`src/rtl/led_debug_reader_if.sv`:
```
// led_debug_reader_if: SW-in / LED-out board bus between the debug reader and core/board side.
interface led_debug_reader_if;
  logic [2:0]  SW;
  logic        DBG_REQ;
  logic [2:0]  DBG_SEL;
  logic        DBG_VALID;
  logic [31:0] DBG_DATA;
  logic [3:0]  LED;
  logic        FRAME_START;
  logic        ERR;
  modport master (
    input  SW, DBG_VALID, DBG_DATA,
    output DBG_REQ, DBG_SEL, LED, FRAME_START, ERR
  );
  modport slave (
    output SW, DBG_VALID, DBG_DATA,
    input  DBG_REQ, DBG_SEL, LED, FRAME_START, ERR
  );
endinterface

```
`src/rtl/led_debug_reader.sv`:
```
// led_debug_reader: fetches a 32-bit debug word per frame and shows it on LED nibble by nibble, MSB first.
// Define LED_FRAME_GAP_EN to insert a blank (LED=0) separator of TICK_CYCLES cycles after each word.
module led_debug_reader #(
  parameter int          TICK_CYCLES = 25000000,
  parameter int          TIMEOUT     = 255,
  parameter logic [31:0] ERR_WORD    = 32'hDEADBEEF
) (
  input logic               CLOCK_IN,
  input logic               RESET,
  led_debug_reader_if.master bus
);
  localparam int TW = $clog2(TICK_CYCLES);
  localparam int OW = $clog2(TIMEOUT + 1);
  localparam logic [TW-1:0] TICK_LAST = TW'(TICK_CYCLES - 1);
  localparam logic [OW-1:0] TMO_LAST  = OW'(TIMEOUT - 1);
  localparam logic [1:0] IDLE = 2'd0;
  localparam logic [1:0] REQ  = 2'd1;
  localparam logic [1:0] SHOW = 2'd2;
`ifdef LED_FRAME_GAP_EN
  localparam logic [1:0] GAP  = 2'd3;
`endif
  logic [1:0]    state;
  logic [TW-1:0] tick;
  logic [OW-1:0] tmo;
  logic [2:0]    idx;
  logic [31:0]   shadow;
  logic [31:0]   word;
  logic          req;
  logic [2:0]    sel;
  logic [3:0]    led;
  logic          frame_start;
  logic          err;
  // valid on the timeout edge still wins, so the fallback word is chosen only without valid
  assign word = bus.DBG_VALID ? bus.DBG_DATA : ERR_WORD;
  always_ff @(posedge CLOCK_IN or negedge RESET)
    if (!RESET) begin
      state       <= IDLE;
      tick        <= '0;
      tmo         <= '0;
      idx         <= '0;
      shadow      <= '0;
      req         <= 1'b0;
      sel         <= '0;
      led         <= '0;
      frame_start <= 1'b0;
      err         <= 1'b0;
    end else begin
      frame_start <= 1'b0;
      case (state)
        IDLE: begin
          frame_start <= 1'b1;
          sel         <= bus.SW;
          req         <= 1'b1;
          tmo         <= '0;
          state       <= REQ;
        end
        REQ:
          if (bus.DBG_VALID || tmo == TMO_LAST) begin
            shadow <= word;
            led    <= word[31:28];
            err    <= !bus.DBG_VALID;
            req    <= 1'b0;
            idx    <= 3'd7;
            tick   <= '0;
            state  <= SHOW;
          end else
            tmo <= tmo + OW'(1);
        SHOW:
          if (tick == TICK_LAST) begin
            tick <= '0;
            if (idx == 3'd0) begin
`ifdef LED_FRAME_GAP_EN
              led   <= 4'h0;
              state <= GAP;
`else
              state <= IDLE;
`endif
            end else begin
              idx <= idx - 3'd1;
              led <= shadow[{idx - 3'd1, 2'b00} +: 4];
            end
          end else
            tick <= tick + TW'(1);
`ifdef LED_FRAME_GAP_EN
        GAP:
          if (tick == TICK_LAST) begin
            tick  <= '0;
            state <= IDLE;
          end else
            tick <= tick + TW'(1);
`endif
        default: state <= IDLE;
      endcase
    end
  assign bus.DBG_REQ     = req;
  assign bus.DBG_SEL     = sel;
  assign bus.LED         = led;
  assign bus.FRAME_START = frame_start;
  assign bus.ERR         = err;
endmodule

```
`src/flat_wrapper.sv`:
```
// flat-port wrapper written by rule: the top's interface ports become plain ports
module led_debug_reader_flat 
#(
  parameter int          TICK_CYCLES = 25000000,
  parameter int          TIMEOUT     = 255,
  parameter logic [31:0] ERR_WORD    = 32'hDEADBEEF
)
  (CLOCK_IN, RESET, bus_SW, bus_DBG_VALID, bus_DBG_DATA, bus_DBG_REQ, bus_DBG_SEL, bus_LED, bus_FRAME_START, bus_ERR);
  led_debug_reader_if bus_i ();
  input logic CLOCK_IN;
  input logic RESET;
  input wire logic [$bits(bus_i.SW)-1:0] bus_SW;
  input wire logic [$bits(bus_i.DBG_VALID)-1:0] bus_DBG_VALID;
  input wire logic [$bits(bus_i.DBG_DATA)-1:0] bus_DBG_DATA;
  output wire logic [$bits(bus_i.DBG_REQ)-1:0] bus_DBG_REQ;
  output wire logic [$bits(bus_i.DBG_SEL)-1:0] bus_DBG_SEL;
  output wire logic [$bits(bus_i.LED)-1:0] bus_LED;
  output wire logic [$bits(bus_i.FRAME_START)-1:0] bus_FRAME_START;
  output wire logic [$bits(bus_i.ERR)-1:0] bus_ERR;
  assign bus_i.SW = bus_SW;
  assign bus_i.DBG_VALID = bus_DBG_VALID;
  assign bus_i.DBG_DATA = bus_DBG_DATA;
  assign bus_DBG_REQ = bus_i.DBG_REQ;
  assign bus_DBG_SEL = bus_i.DBG_SEL;
  assign bus_LED = bus_i.LED;
  assign bus_FRAME_START = bus_i.FRAME_START;
  assign bus_ERR = bus_i.ERR;
  led_debug_reader #(.TICK_CYCLES(TICK_CYCLES), .TIMEOUT(TIMEOUT), .ERR_WORD(ERR_WORD)) u_core (.CLOCK_IN(CLOCK_IN), .RESET(RESET), .bus(bus_i));
endmodule
```
`config.mk`:
```
export PLATFORM = sky130hd
export DESIGN_NAME = led_debug_reader_flat
export DESIGN_NICKNAME = d
export VERILOG_FILES = /design/src/rtl/led_debug_reader_if.sv /design/src/rtl/led_debug_reader.sv /design/src/flat_wrapper.sv
export SDC_FILE = /design/constraint.sdc
export NUM_CORES = 1
export LEC_CHECK = 0
export CORE_MARGIN = 4
export CORE_UTILIZATION = 35
export CTS_BUF_LIST = sky130_fd_sc_hd__clkbuf_4 sky130_fd_sc_hd__clkbuf_8
export DETAILED_ROUTE_END_ITERATION = 10
export HOLD_SLACK_MARGIN = 0.05
export SLEW_MARGIN = 25
export SYNTH_ARGS = -nofsm -noshare
export SYNTH_HDL_FRONTEND = slang
export SYNTH_SLANG_ARGS = --single-unit
```
`constraint.sdc`:
```
create_clock -name CLOCK_IN -period 3.7 [get_ports CLOCK_IN]
set_input_delay 0.74 -clock CLOCK_IN [delete_from_list [all_inputs] [get_ports CLOCK_IN]]
set_output_delay 0.74 -clock CLOCK_IN [all_outputs]
set_load 0.005 [all_outputs]
```
==> flow_metrics.env, run 1 <==
export IMPL_run_status="completed"
export IMPL_syn_nets=418
export IMPL_drt_wirelength_per_cell_microns=16.3
export IMPL_cts_reportedPaths_clkPinSlew_ps=90
export IMPL_port_buffers=47
export IMPL_slew_limit_headroom_pct=44.9
export IMPL_worst_pin_slew_ps=826
export IMPL_chipHeight_microns=116
export IMPL_wl_mm=9.09
export IMPL_ys_top_cells_by_count="80 x sky130_fd_sc_hd__dfrtp_1, 32 x sky130_fd_sc_hd__nand2_1, 21 x sky130_fd_sc_hd__nor2_1, 21 x sky130_fd_sc_hd__o22a_1, 20 x sky130_fd_sc_hd__a21oi_1"
export IMPL_post_cts_setup_buffers=0
export IMPL_ys_dominant_reg_cell="sky130_fd_sc_hd__dfrtp_1"
export IMPL_grt_max_degree=81
export IMPL_cts_max_path_buffers=2
export IMPL_async_flop_share_pct=100
export IMPL_finClkSkew_ps=13.5
export IMPL_vias=3025
export IMPL_synth_seq_area_share_pct=49.2
export IMPL_hold_worst_slack_ps=401
export IMPL_synthDominantCellAreaShare_pct=49.2
export IMPL_clock_sinks=80
export IMPL_wire_length_of_the_first_global_routing_pass_mm=15.5
export IMPL_rsz0062_at_grt="false"
export IMPL_max_cap_violations=0
export IMPL_start_util_pct=35.7
export IMPL_hold_buffers=0
export IMPL_post_cts_resized_instances=0
export IMPL_num_fill_cells=1119
export IMPL_hpwlAfterDp_mm=6.16
export IMPL_detail_route_vias_per_cell=5.43
export IMPL_syn_area_per_cell_sq_um=10.9
export IMPL_design_power_total_mw=3.25
export IMPL_timing_critical_path_from_type="flop"
export IMPL_timing_final_crit_period_ps=2520
export IMPL_insertion_delay_ps=350
export IMPL_most_instantiated_library_cell_after_synthesis="sky130_fd_sc_hd__dfrtp_1"
export IMPL_gp_congestion=0.774
export IMPL_grt_overflow_total=0
export IMPL_max_clock_freq_ghz=0.397
export IMPL_post_synth_inst_count=375
export IMPL_numPlacedInstances=542
export IMPL_first_pass_iters=4
export IMPL_placement_row_count=39
export IMPL_tritoncts="done"
export IMPL_track_usage_pct=14.5
export IMPL_drt_drc_violations_left=0
export IMPL_yosys_area_top_type="sky130_fd_sc_hd__dfrtp_1"
export IMPL_p_per_area_nw_per_um2=678
export IMPL_finalMaxSlewViolations=0
export IMPL_worst_path_max_fanout=25
export IMPL_clk_root_buffer_cell="sky130_fd_sc_hd__clkbuf_8"
export IMPL_worst_endpoint_arrival_ps=2780
export IMPL_power_static_leakage_nw=1.94
export IMPL_synth_yosys_warnings=0
export IMPL_layout_worst_path_cycle_share_pct=68.1
export IMPL_post_synth_edffs=0
export IMPL_stdcell_count=557
export IMPL_synth_cell_types=59
export IMPL_layout_area_overhead_vs_synth_pct=17.8
export IMPL_antenna_diode_count=0
export IMPL_number_of_antenna_violations_at_the_first_check_in_global_routing=0
export IMPL_die_w_microns=116
export IMPL_synth_area_sq_um=4070
export IMPL_floorplan_die_area_sq_um=13400
export IMPL_ioPinCount=48
export IMPL_core_sq_um=11400
export IMPL_final_net_count=453
export IMPL_final_antenna_net_count=0
export IMPL_class_of_the_most_critical_setup_path="reg2reg"
export IMPL_cts_inserted_buffers=9
export IMPL_final_hold_vio_count=0
export IMPL_first_global_vias=3061
export IMPL_synth_area_top_cells="sky130_fd_sc_hd__dfrtp_1 49%, sky130_fd_sc_hd__o22a_1 4.5%, sky130_fd_sc_hd__mux4_2 4.4%"
export IMPL_drive_above_1_share_pct=10.9
export IMPL_ir_worst_vdd_mv=0.314
export IMPL_detailedRoute_firstIterationViolations=185
export IMPL_end_kind="flop"
export IMPL_hold_class="in2async"
export IMPL_synth_ff_latch_count=80
export IMPL_required_ps=3960
export IMPL_setup_tns_ps=0
export IMPL_cts_htree_levels=3
export IMPL_report_final_setup_viol=0
[final timing paths]
| path | from | endpoint | slack [ps] | cells after the start |
|---|---|---|---|---|
| min in group CLOCK_IN | u_core.tick[19]$_DFFE_PN0P_ | u_core.tick[19]$_DFFE_PN0P_ | 480 | 1 |
| worst max register to register | u_core.state[1]$_DFFE_PN0P_ | u_core.tick[17]$_DFFE_PN0P_ | 1180 | 5 |
| worst max-delay path | u_core.state[1]$_DFFE_PN0P_ | u_core.tick[17]$_DFFE_PN0P_ | 1180 | 5 |
| worst min-delay path | RESET | u_core.tick[16]$_DFFE_PN0P_ | 400 | 1 |
| worst min register to register | u_core.tick[19]$_DFFE_PN0P_ | u_core.tick[19]$_DFFE_PN0P_ | 480 | 1 |
| max in group asynchronous | RESET | u_core.bus.LED[0]$_DFFE_PN0P_ | 2740 | 1 |
[layout by cell type (no fill, tap or decap), types with 4 or more instances in the layout]
master and n:
sky130_fd_sc_hd__nand2b_1 4, sky130_fd_sc_hd__mux2_4 5, sky130_fd_sc_hd__and3_1 4, sky130_fd_sc_hd__mux2i_1 5, sky130_fd_sc_hd__clkdlybuf4s50_1 46, sky130_fd_sc_hd__dfrtp_1 80
sky130_fd_sc_hd__nand2_1 32, sky130_fd_sc_hd__nand4_1 7, sky130_fd_sc_hd__nor2_1 21, sky130_fd_sc_hd__o22a_1 21, sky130_fd_sc_hd__nand3_1 16, sky130_fd_sc_hd__a22o_1 8
sky130_fd_sc_hd__a31oi_1 17, sky130_fd_sc_hd__inv_1 11, sky130_fd_sc_hd__ha_1 5, sky130_fd_sc_hd__and2_1 6, sky130_fd_sc_hd__mux4_2 8, sky130_fd_sc_hd__nor3_1 4
sky130_fd_sc_hd__a41oi_1 5, sky130_fd_sc_hd__o21ai_0 15, sky130_fd_sc_hd__or4_1 5, sky130_fd_sc_hd__clkbuf_8 13, sky130_fd_sc_hd__a21oi_1 20
[power by group]
group | switching (mW) | leakage (nW) | internal (mW) | total, mW
sequential | 0.279 | 0.980 | 1.17 | 1.45
combinational | 0.540 | 0.865 | 0.641 | 1.18
clock | 0.315 | 0.0975 | 0.313 | 0.628
[final cells by class]
| cell class | count | area, sq um | share of cell area, % |
|---|---|---|---|
| clock buffers | 13 | 179 | 3.73 |
| clock inverters | 2 | 12.5 | 0.261 |
| inverters | 11 | 41.3 | 0.861 |
| multi-input cells | 258 | 1890 | 39.4 |
| flip-flops and latches | 80 | 2000 | 41.7 |
| well taps | 143 | 179 | 3.73 |
| repair buffers | 50 | 494 | 10.3 |
[state kept, by name, indices dropped and copies added (netlist names)]
register / cells
u_core.bus.DBG_SEL: 3
u_core.idx: 3
u_core.tick: 25
u_core.shadow: 32
u_core.bus.ERR: 1
u_core.bus.LED: 4
u_core.tmo: 8
u_core.state: 2
u_core.bus.FRAME_START: 1
u_core.bus.DBG_REQ: 1
[worst max-delay path, cell delays in order, from the launching register on]
cell and delay [ps]:
sky130_fd_sc_hd__dfrtp_1 790, sky130_fd_sc_hd__and2b_1 380, sky130_fd_sc_hd__o21a_1 720, sky130_fd_sc_hd__buf_4 280, sky130_fd_sc_hd__a21oi_1 70, sky130_fd_sc_hd__o21ai_0 180
[metal layers]
metal | routed length (microns) | global-route usage, % | up-vias
li1 | - | - | 1475
met1 | 4450 | 20.5 | 1493
met2 | 4200 | 22.2 | 50
met3 | 324 | 2.98 | 7
met4 | 107 | 4.95 | 0
met5 | 0 | 0 | -
[metrics by stage]
| step | cell area [sq um] | setup WS [ps] | util, % |
|---|---|---|---|
| after floorplan | 4070 | 1510 | - |
| after global placement | 4600 | 864 | 40.3 |
| after detailed placement | 4600 | 789 | 40.3 |
| after CTS | 4790 | 1120 | 42.0 |
| after global routing | 4800 | 946 | 42.0 |
| final | 4800 | 1180 | 42.0 |
[kinds of logic (layout without fill, tap and decap cells)]
logic type      Yosys count  after routing  synth area share, %
mux                      21             21                 8.33
xor+xnor                  3              3                0.645
compound gates          112            112                 19.7
flops                    80             80                 49.2
buf+inv                  37             76                 4.45
simple gates            117            117                 16.2
fa+ha+maj                 5              5                 1.54
(Power assumes the default switching activity.)
==> inputs of run 2 (changes only) <==
clock period = 2.1 ns   (was 3.7 ns; I/O delays follow)
==> flow_metrics.env, run 2 (synthesis gave the netlist of run 1 again) <==
export IMPL_grt_overflow_total=0
export IMPL_report_final_setup_viol=0
export IMPL_final_hold_vio_count=0
export IMPL_end_kind="flop"
export IMPL_mostFrequentLayoutCells="80 x sky130_fd_sc_hd__dfrtp_1, 46 x sky130_fd_sc_hd__clkdlybuf4s50_1, 32 x sky130_fd_sc_hd__nand2_1"
export IMPL_hold_class="reg2reg"
export IMPL_cts_max_path_buffers=2
export IMPL_track_usage_pct=14.9
export IMPL_detailedRoute_firstIterationViolations=143
export IMPL_cts_reportedPaths_clkPinSlew_ps=90
export IMPL_die_w_microns=116
export IMPL_first_global_vias=3210
export IMPL_antenna_diode_count=0
export IMPL_largest_register_ffs=32
export IMPL_hpwlAfterDp_mm=6.53
export IMPL_ioPinCount=48
export IMPL_port_buffers=47
export IMPL_setup_tns_ps=0
export IMPL_chipHeight_microns=116
export IMPL_regMostFlops="u_core.shadow"
export IMPL_worst_path_max_fanout=10
export IMPL_clock_sinks=80
export IMPL_class_of_the_most_critical_setup_path="reg2reg"
export IMPL_place_ws_ps=79.9
export IMPL_timing_critical_path_from_type="flop"
export IMPL_floorplan_die_area_sq_um=13400
export IMPL_required_ps=2400
export IMPL_final_net_count=477
export IMPL_grt_max_degree=36
export IMPL_mostFrequentLayoutCell="sky130_fd_sc_hd__dfrtp_1"
export IMPL_num_fill_cells=1124
export IMPL_first_pass_iters=4
export IMPL_max_clock_freq_ghz=0.506
export IMPL_power_static_leakage_nw=2.10
export IMPL_crit_reg2reg_launch="u_core.tick[0]$_DFFE_PN0P_"
export IMPL_worst_endpoint_arrival_ps=2280
export IMPL_max_cap_violations=0
export IMPL_crit_path_start="u_core.tick[0]$_DFFE_PN0P_"
export IMPL_final_antenna_net_count=0
export IMPL_p_per_area_nw_per_um2=1250
export IMPL_r2r_setup_slack_ps=120
export IMPL_wl_mm=9.33
export IMPL_setup_slack_ps=122
export IMPL_insertion_delay_ps=360
export IMPL_core_sq_um=11400
export IMPL_largestRegisters="u_core.shadow: 32 flops, u_core.tick: 25 flops, u_core.tmo: 8 flops"
export IMPL_worst_pin_slew_ps=482
export IMPL_finClkSkew_ps=11.9
export IMPL_layout_area_overhead_vs_synth_pct=24.6
export IMPL_start_util_pct=35.7
export IMPL_clk_root_buffer_cell="sky130_fd_sc_hd__clkbuf_8"
export IMPL_cts_inserted_buffers=9
export IMPL_placement_row_count=39
export IMPL_layout_worst_path_cycle_share_pct=94.2
export IMPL_run_status="completed"
export IMPL_reg2regPathDepth=7
export IMPL_gp_congestion=0.815
export IMPL_detail_route_vias_per_cell=5.45
export IMPL_number_of_antenna_violations_at_the_first_check_in_global_routing=0
export IMPL_drive_above_1_share_pct=15.7
export IMPL_setup_worst_path_end="u_core.tick[9]$_DFFE_PN0P_"
export IMPL_design_power_total_mw=6.32
export IMPL_slew_limit_headroom_pct=67.8
export IMPL_timing_rr_end="u_core.tick[9]$_DFFE_PN0P_"
export IMPL_cts_htree_levels=3
export IMPL_post_cts_resized_instances=0
export IMPL_drt_drc_violations_left=0
export IMPL_finalMaxSlewViolations=0
export IMPL_drt_wirelength_per_cell_microns=16.0
export IMPL_tritoncts="done"
export IMPL_timing_final_crit_period_ps=1980
export IMPL_ir_worst_vdd_mv=0.590
export IMPL_vias=3169
export IMPL_wire_length_of_the_first_global_routing_pass_mm=16.0
==> run 2: cell type report <==
cell class	instances	area, sq um	area share, %
clock buffers	9	124	2.44
clock inverters	7	143	2.81
inverters	11	41.3	0.813
multi-input cells	258	1890	37.2
flip-flops and latches	80	2000	39.4
well taps	143	179	3.52
repair buffers	74	698	13.8
==> run 2: worst min-delay path by stage <==
| stage | startpoint | to | slack (ps) | depth (start not counted) |
|---|---|---|---|---|
| after floorplan | RESET | u_core.bus.DBG_REQ$_DFFE_PN0P_ | 120 | 0 |
| after global placement | RESET | u_core.tick[13]$_DFFE_PN0P_ | 410 | 1 |
| after detailed placement | RESET | u_core.tick[13]$_DFFE_PN0P_ | 410 | 1 |
| after CTS | u_core.tick[19]$_DFFE_PN0P_ | u_core.tick[19]$_DFFE_PN0P_ | 490 | 1 |
| after global routing | u_core.shadow[29]$_DFFE_PN0P_ | u_core.shadow[29]$_DFFE_PN0P_ | 510 | 1 |
| final | u_core.tick[19]$_DFFE_PN0P_ | u_core.tick[19]$_DFFE_PN0P_ | 490 | 1 |
==> run 2: critical path, cell delays in order, from the launching register on <==
cell,delay (ps)
sky130_fd_sc_hd__dfrtp_1,430
sky130_fd_sc_hd__ha_1,250
sky130_fd_sc_hd__and3_1,230
sky130_fd_sc_hd__nand4_1,150
sky130_fd_sc_hd__o21ai_2,80
sky130_fd_sc_hd__buf_4,190
sky130_fd_sc_hd__or4_1,510
sky130_fd_sc_hd__nand3_1,90
==> run 2: per-stage QoR <==
| step | utilization, % | std cells | instance area (sq um) | hold slack [ps] |
|---|---|---|---|---|
| after floorplan | - | 375 | 4070 | 124 |
| after global placement | 42.0 | 564 | 4790 | 410 |
| after detailed placement | 42.0 | 564 | 4790 | 413 |
| after CTS | 44.4 | 581 | 5070 | 494 |
| after global routing | 44.5 | 582 | 5080 | 512 |
| final | 44.5 | 582 | 5080 | 489 |
==> run 2: metal layers <==
layer	wire length, microns	global-route usage [%]
met5	0	0
met4	111	5.80
met3	401	2.92
met2	4340	23.0
met1	4470	20.7
==> run 2: power by group <==
part,internal [mW],switching (mW),leakage [nW]
sequential,2.06,0.367,0.980
clock,0.914,0.589,0.134
combinational,1.29,1.11,0.989
==> run 2: timing repair <==
action | in CTS | in global routing
hold buffers | 1 | 0
buffers inserted | 0 | 1
endpoints found under the hold margin | 33 | 0
setup endpoints to repair | 0 | 6
==> RTL edit 1, RTL diff (config.mk and constraints of run 2) <==
`TIMEOUT` is set to 255 in 2 places; all go to 510.
--- a/src/rtl/led_debug_reader.sv
+++ b/src/rtl/led_debug_reader.sv
@@ -2,7 +2,7 @@
 // Define LED_FRAME_GAP_EN to insert a blank (LED=0) separator of TICK_CYCLES cycles after each word.
 module led_debug_reader #(
   parameter int          TICK_CYCLES = 25000000,
-  parameter int          TIMEOUT     = 255,
+  parameter int          TIMEOUT     = 510,
   parameter logic [31:0] ERR_WORD    = 32'hDEADBEEF
 ) (
   input logic               CLOCK_IN,
--- a/src/flat_wrapper.sv
+++ b/src/flat_wrapper.sv
@@ -2,7 +2,7 @@
 module led_debug_reader_flat 
 #(
   parameter int          TICK_CYCLES = 25000000,
-  parameter int          TIMEOUT     = 255,
+  parameter int          TIMEOUT     = 510,
   parameter logic [31:0] ERR_WORD    = 32'hDEADBEEF
 )
   (CLOCK_IN, RESET, bus_SW, bus_DBG_VALID, bus_DBG_DATA, bus_DBG_REQ, bus_DBG_SEL, bus_LED, bus_FRAME_START, bus_ERR);
Check against the original RTL: no difference found for any inputs over 10 cycles, from zero or initial values and one cycle with RESET low; that may be too few to reach the edited logic, so the function may still have changed.
==> RTL edit 1 against run 2 <==
- cell count unchanged
- total power decreased by 9.6%
- combinational power is 11% lower
- sequential cell count grew 1
- worst setup slack lost 47 ps
- critical path depth is 2 lower
- synthesized area shrank 1.7%
- final area fell by 1.4%
- wire length is 2.1% lower
- sequential power rose by 2%
- non-clock buffer count is 3 higher
- critical path type unchanged
- largest cell class unchanged
- highest routed layer unchanged
==> RTL edit 1: results (changes against run 2) <==
Final layout
  – Biggest regs: u_core.shadow x32, u_core.tick x25, u_core.tmo x9
  – Layout Nets: 480 (+0.63%)
  – Share of layout cells above drive strength 1: 19.00% (+3.3 points)
  – Diodes inserted: 0 (unchanged)

Power and ir drop
  – Maximum vdd drop: 0.5832 mV (-1.1%)
  – Leakage: 2.033 nW (-3.4%)
  – Comb pwr share: 37.5% (-0.4 points)
  – Internal power: 3.735 mW (-12%)

Timing
  – Max-slew headroom: 67.89% (about the same)
  – Clock skew: 13.77 ps (+1.829 ps)
  – Hold slack: 479.7 ps (-9.062 ps)
  – Final Hold Vio Count: 0 (unchanged)

Critical path
  – R2r setup slk: 80 ps (-50 ps)
  – Worst reg-to-reg path cell count: 5 (-2)
  – R2R Path Start: u_core.tick[8]
  – Critical Path AT: 2280 ps (about the same)
  – CP max stage delay: 550 ps (+40 ps)
  – CP max-delay cell: or4b_4
  – Reg2Reg Capture Point: u_core.bus.LED[0]
  – Crit path max fanout: 6 (-4)

Synthesis
  – Sequential area share after synthesis: 50.61% (+1.5 points)
  – Synth unique cells: 56 (-5.1%)
  – Post-Syn Nets: 412 (-1.4%)
  – Post-synth ARST share: 100.0% (unchanged)
  – Ys flop type: dfrtp_1
  – Synth cell count leaders: dfrtp_1 (81), nand2_1 (37), a31oi_1 (26), nor2_1 (26), o22a_1 (21)
  – Synth warn: 0 (unchanged)
  – Ranking of synthesized cells by area: dfrtp_1 (51%), o22a_1 (4.6%), mux4_2 (4.5%)

Route
  – TritonRoute pass-1 iters: 4 (unchanged)
  – Vias: 3127 (-1.3%)
  – DR WL met2: 4156 µm (-4.3%)
  – Wire length per cell: 15.68 µm (-2.1%)
  – WL met3: 476 µm (+19%)
  – DR top layer: met4
  – 1st-iter DRT viols: 186 (+30%)
  – Metal-1 WL: 4377 µm (-2.1%)

Run status
  – Status: finished, final reports clean

Global route
  – First-pass GRT wire length: 15610 µm (-2.2%)
  – Number of global-route vias before repair: 3161 (-1.5%)
  – Total track usage: 14.74% (-0.16 points)
  – Gr ovfl total: 0 (unchanged)
  – Largest net degree at the start of global routing: 53 (+47%)
  – Antenna violations before repair: 0 (unchanged)

Min path
  – WHS Endpoint: u_core.tick[21]
  – Hold path start: u_core.tick[21]
  – Hold Path Cell Cnt: 1 (unchanged)
  – Hold Path Class: flop to flop

Place
  – HPWL Detailed: 6367 µm (-2.6%)
  – # port buffers: 47 (unchanged)
  – GPL Wtd Cong: 0.8263 (+1.4%)

CTS
  – Clock Latency Late Sink: 360 ps (about the same)
  – Clk buf depth: 2 (unchanged)
  – Root Driver: clkbuf_8
  – CTS clk-pin slew, worst paths: 90 ps (about the same)
  – CTS buffer count: 9 (unchanged)
  – Max H-tree Level: 3 (unchanged)
[RTL edit 1: cell count changes after synthesis, moves of 4 or more]
cell	run 2	this run
a31oi_1	17	26
nor2_1	21	26
xnor2_1	1	5
and2_1	6	2
a21oi_1	20	16
mux2_4	5	0
mux2_2	3	8
buf_2	9	3
nand4_1	7	2
nand2_1	32	37
or4_1	5	1
[RTL edit 1: what timing repair did]
action                                  CTS  global route
endpoints found under the setup margin    0            11
hold endpoints to repair                 29             0
buffers inserted                          0             1
gates resized for setup                   0             6
hold buffers                              1             0
[RTL edit 1: cell families after synthesis]
family	synth area share [%]
buffers and inverters	3.467
adder cells (fa/ha/maj)	1.562
flip-flops	50.61
AO/OA/AOI/OAI	19.96
multiplexers	7.498
AND/OR/NAND/NOR	15.59
XOR/XNOR	1.312
[RTL edit 1: power groups by stage]
stage / Combinational [mW] / Sequential [mW] / Clock, mW
after detailed placement: 2.15 / 2.50 / 0
final: 2.14 / 2.47 / 1.10
after global routing: 2.37 / 2.55 / 1.20
after floorplan: 1.36 / 2.43 / 0
after global placement: 2.09 / 2.48 / 0
after CTS: 2.15 / 2.47 / 1.14
[RTL edit 1: critical path: cells and delay by family, from the launching register on]
kind             cells  cell delay [ps]
multiplexers         1              360
AO/OA/AOI/OAI        1              250
AND/OR/NAND/NOR      3              930
flip-flops           1              390
[RTL edit 1: area by class of cell]
| cell class | count | area [µm²] |
|---|---|---|
| Sequential cell | 81 | 2027 |
| Clock inverter | 6 | 48.80 |
| Tap cell | 140 | 175.2 |
| Clock buffer | 10 | 137.6 |
| Fill cell | 1057 | 6023 |
| Inverter | 8 | 30.03 |
| Timing Repair Buffer | 77 | 733.2 |
| Multi-Input combinational cell | 260 | 1856 |
[RTL edit 1: routing by layer]
layer | global-route usage [%] | vias to the layer above
met5 | 0 | -
met4 | 4.382 | 0
met3 | 4.579 | 9
met2 | 22.22 | 68
met1 | 20.47 | 1517
li1 | - | 1533
[RTL edit 1: through the flow]
stage | power (mW) | std cells | setup WS, ps | instance area (µm²)
after floorplan | 3.788 | 369 | 72.65 | 4006
after global placement | 4.573 | 564 | 92.25 | 4787
after detailed placement | 4.646 | 564 | 58.57 | 4787
after CTS | 5.766 | 581 | 55.03 | 4984
after global routing | 6.131 | 582 | 2.565 | 5007
final | 5.714 | 582 | 75.88 | 5007
[RTL edit 1: worst max path at each step]
stage,startpoint,end,cells past startpoint,slack [ps]
2_1_floorplan,u_core.tick[8],u_core.bus.LED[0],5,70
3_3_place_gp,bus_DBG_VALID,u_core.tmo[7],5,90
3_5_place_dp,u_core.tick[8],u_core.bus.LED[2],5,60
4_1_cts,u_core.tick[8],u_core.bus.LED[2],5,60
5_1_grt,u_core.tick[8],u_core.tick[17],7,3
6_report,u_core.tick[8],u_core.bus.LED[0],5,80
==> RTL edit 2, RTL diff (flow settings as in run 2) <==
Without the edit above. Make the reset (`RESET`) synchronous in one clocked block.
--- a/src/rtl/led_debug_reader.sv
+++ b/src/rtl/led_debug_reader.sv
@@ -32,7 +32,7 @@
   logic          err;
   // valid on the timeout edge still wins, so the fallback word is chosen only without valid
   assign word = bus.DBG_VALID ? bus.DBG_DATA : ERR_WORD;
-  always_ff @(posedge CLOCK_IN or negedge RESET)
+  always_ff @(posedge CLOCK_IN)
     if (!RESET) begin
       state       <= IDLE;
       tick        <= '0;
Formal check against the unedited RTL: differs if RESET is asserted again (counterexample within 4 cycles, from zero or initial values and one cycle with RESET low); with RESET held inactive, the same outputs for 10 cycles.
==> RTL edit 2 against run 2 <==
- sequential cell count is the same
- worst setup slack is essentially flat
- wire length shrank 4.7%
- non-clock buffer count grew 3
- synthesized area shrank 7.8%
- maximum frequency is essentially flat
- final area shrank 5.4%
Power is not compared: it rests on default switching activity, and its combinational part moved more than twofold at a synthesized area within 25%.
==> RTL edit 2: results (changes against run 2) <==
Synthesis
  – Post-Syn Nets: 431 (+3.1%)
  – Sequential area share after synthesis: 42.67% (-6.5 points)
  – Ranking of synthesized cells by area: dfxtp_1 (43%), o221a_2 (6.9%), mux4_2 (4.2%)
  – Mux contribution to synthesized area: 5.967% (-2.4 points)
  – XOR/XNOR share of the synthesized area: 4.167% (+3.5 points)

Final layout
  – Num sequential: 80 (unchanged)
  – Sequential cell area share: 33.36% (-6.1 points)
  – Multi-input gate area: 2024 µm² (+7.2%)
  – Layout Nets: 491 (+2.9%)
  – Clock-cell share of area: 4.874% (-0.38 points)
  – #MultiIn Comb: 270 (+4.7%)
  – Non-clock buffer share: 15.27% (+1.5 points)
  – Inverters: 10 (-1)
  – Share of layout cells above drive strength 1: 20.31% (+4.6 points)
  – Fill count: 1026 (-8.7%)

Route
  – DR WL met2: 4297 µm (-1.0%)
  – Vias/cell: 5.311 (-2.5%)
  – TritonRoute pass-1 iters: 6 (+2)
  – Wire length per cell: 15.10 µm (-5.8%)
  – 1st-iter DRT viols: 138 (-3.5%)

Global route
  – Met1 usage: 19.02% (-1.7 points)
  – First-pass GRT wire length: 14860 µm (-6.9%)
  – Largest net degree at the start of global routing: 33 (-8.3%)
  – Met2 Usage GRT: 23.44% (+0.43 points)
  – Total track usage: 14.34% (-0.56 points)
  – GR Util met3: 2.337% (-0.59 points)
  – Number of global-route vias before repair: 3062 (-4.6%)

Timing
  – Hold slack: 475.7 ps (-13.05 ps)
  – Clock skew: 16.78 ps (+4.839 ps)
  – Worst Max-Slew Pin Slew: 707.3 ps (+225.0 ps)

Critical path
  – CP max-delay cell: mux4_1
  – CP max stage delay: 600 ps (+90 ps)
  – Crit path max-delay family: multiplexers
  – CP startpoint: u_core.idx[0]

Run status
  – Status: finished, final reports clean

Place
  – GPL Wtd Cong: 0.7652 (-6.1%)
  – HPWL Detailed: 6286 µm (-3.8%)

Min path
  – WHS Endpoint: u_core.tick[14]
## RTL edit 2: what timing repair did
action,4_1_cts,5_1_grt
resized for setup,0,5
buffers inserted,0,4
endpoints found under the setup margin,0,7
## RTL edit 2: kinds of logic (layout without fill, tap and decap cells)
| logic type | count (synthesis) | count (layout) |
|---|---|---|
| flip-flops | 80 | 80 |
| XOR/XNOR | 17 | 17 |
| multiplexers | 12 | 12 |
| AND/OR/NAND/NOR | 132 | 132 |
| adder cells (fa/ha/maj) | 5 | 5 |
| AO/OA/AOI/OAI | 104 | 104 |
| buffers and inverters | 38 | 103 |
## RTL edit 2: stage by stage
stage | util (%) | setup WS (ps) | power, mW | instances | cell area, µm²
after detailed placement | 43.53 | -58.95 | 2.172 | 569 | 4514
after floorplan | - | 20.04 | 1.950 | 388 | 3780
after global placement | 43.53 | -24.27 | 2.163 | 569 | 4514
final | 46.30 | 122.9 | 3.463 | 589 | 4801
after CTS | 45.79 | 51.62 | 3.490 | 585 | 4748
after global routing | 46.30 | 20.50 | 3.613 | 589 | 4801
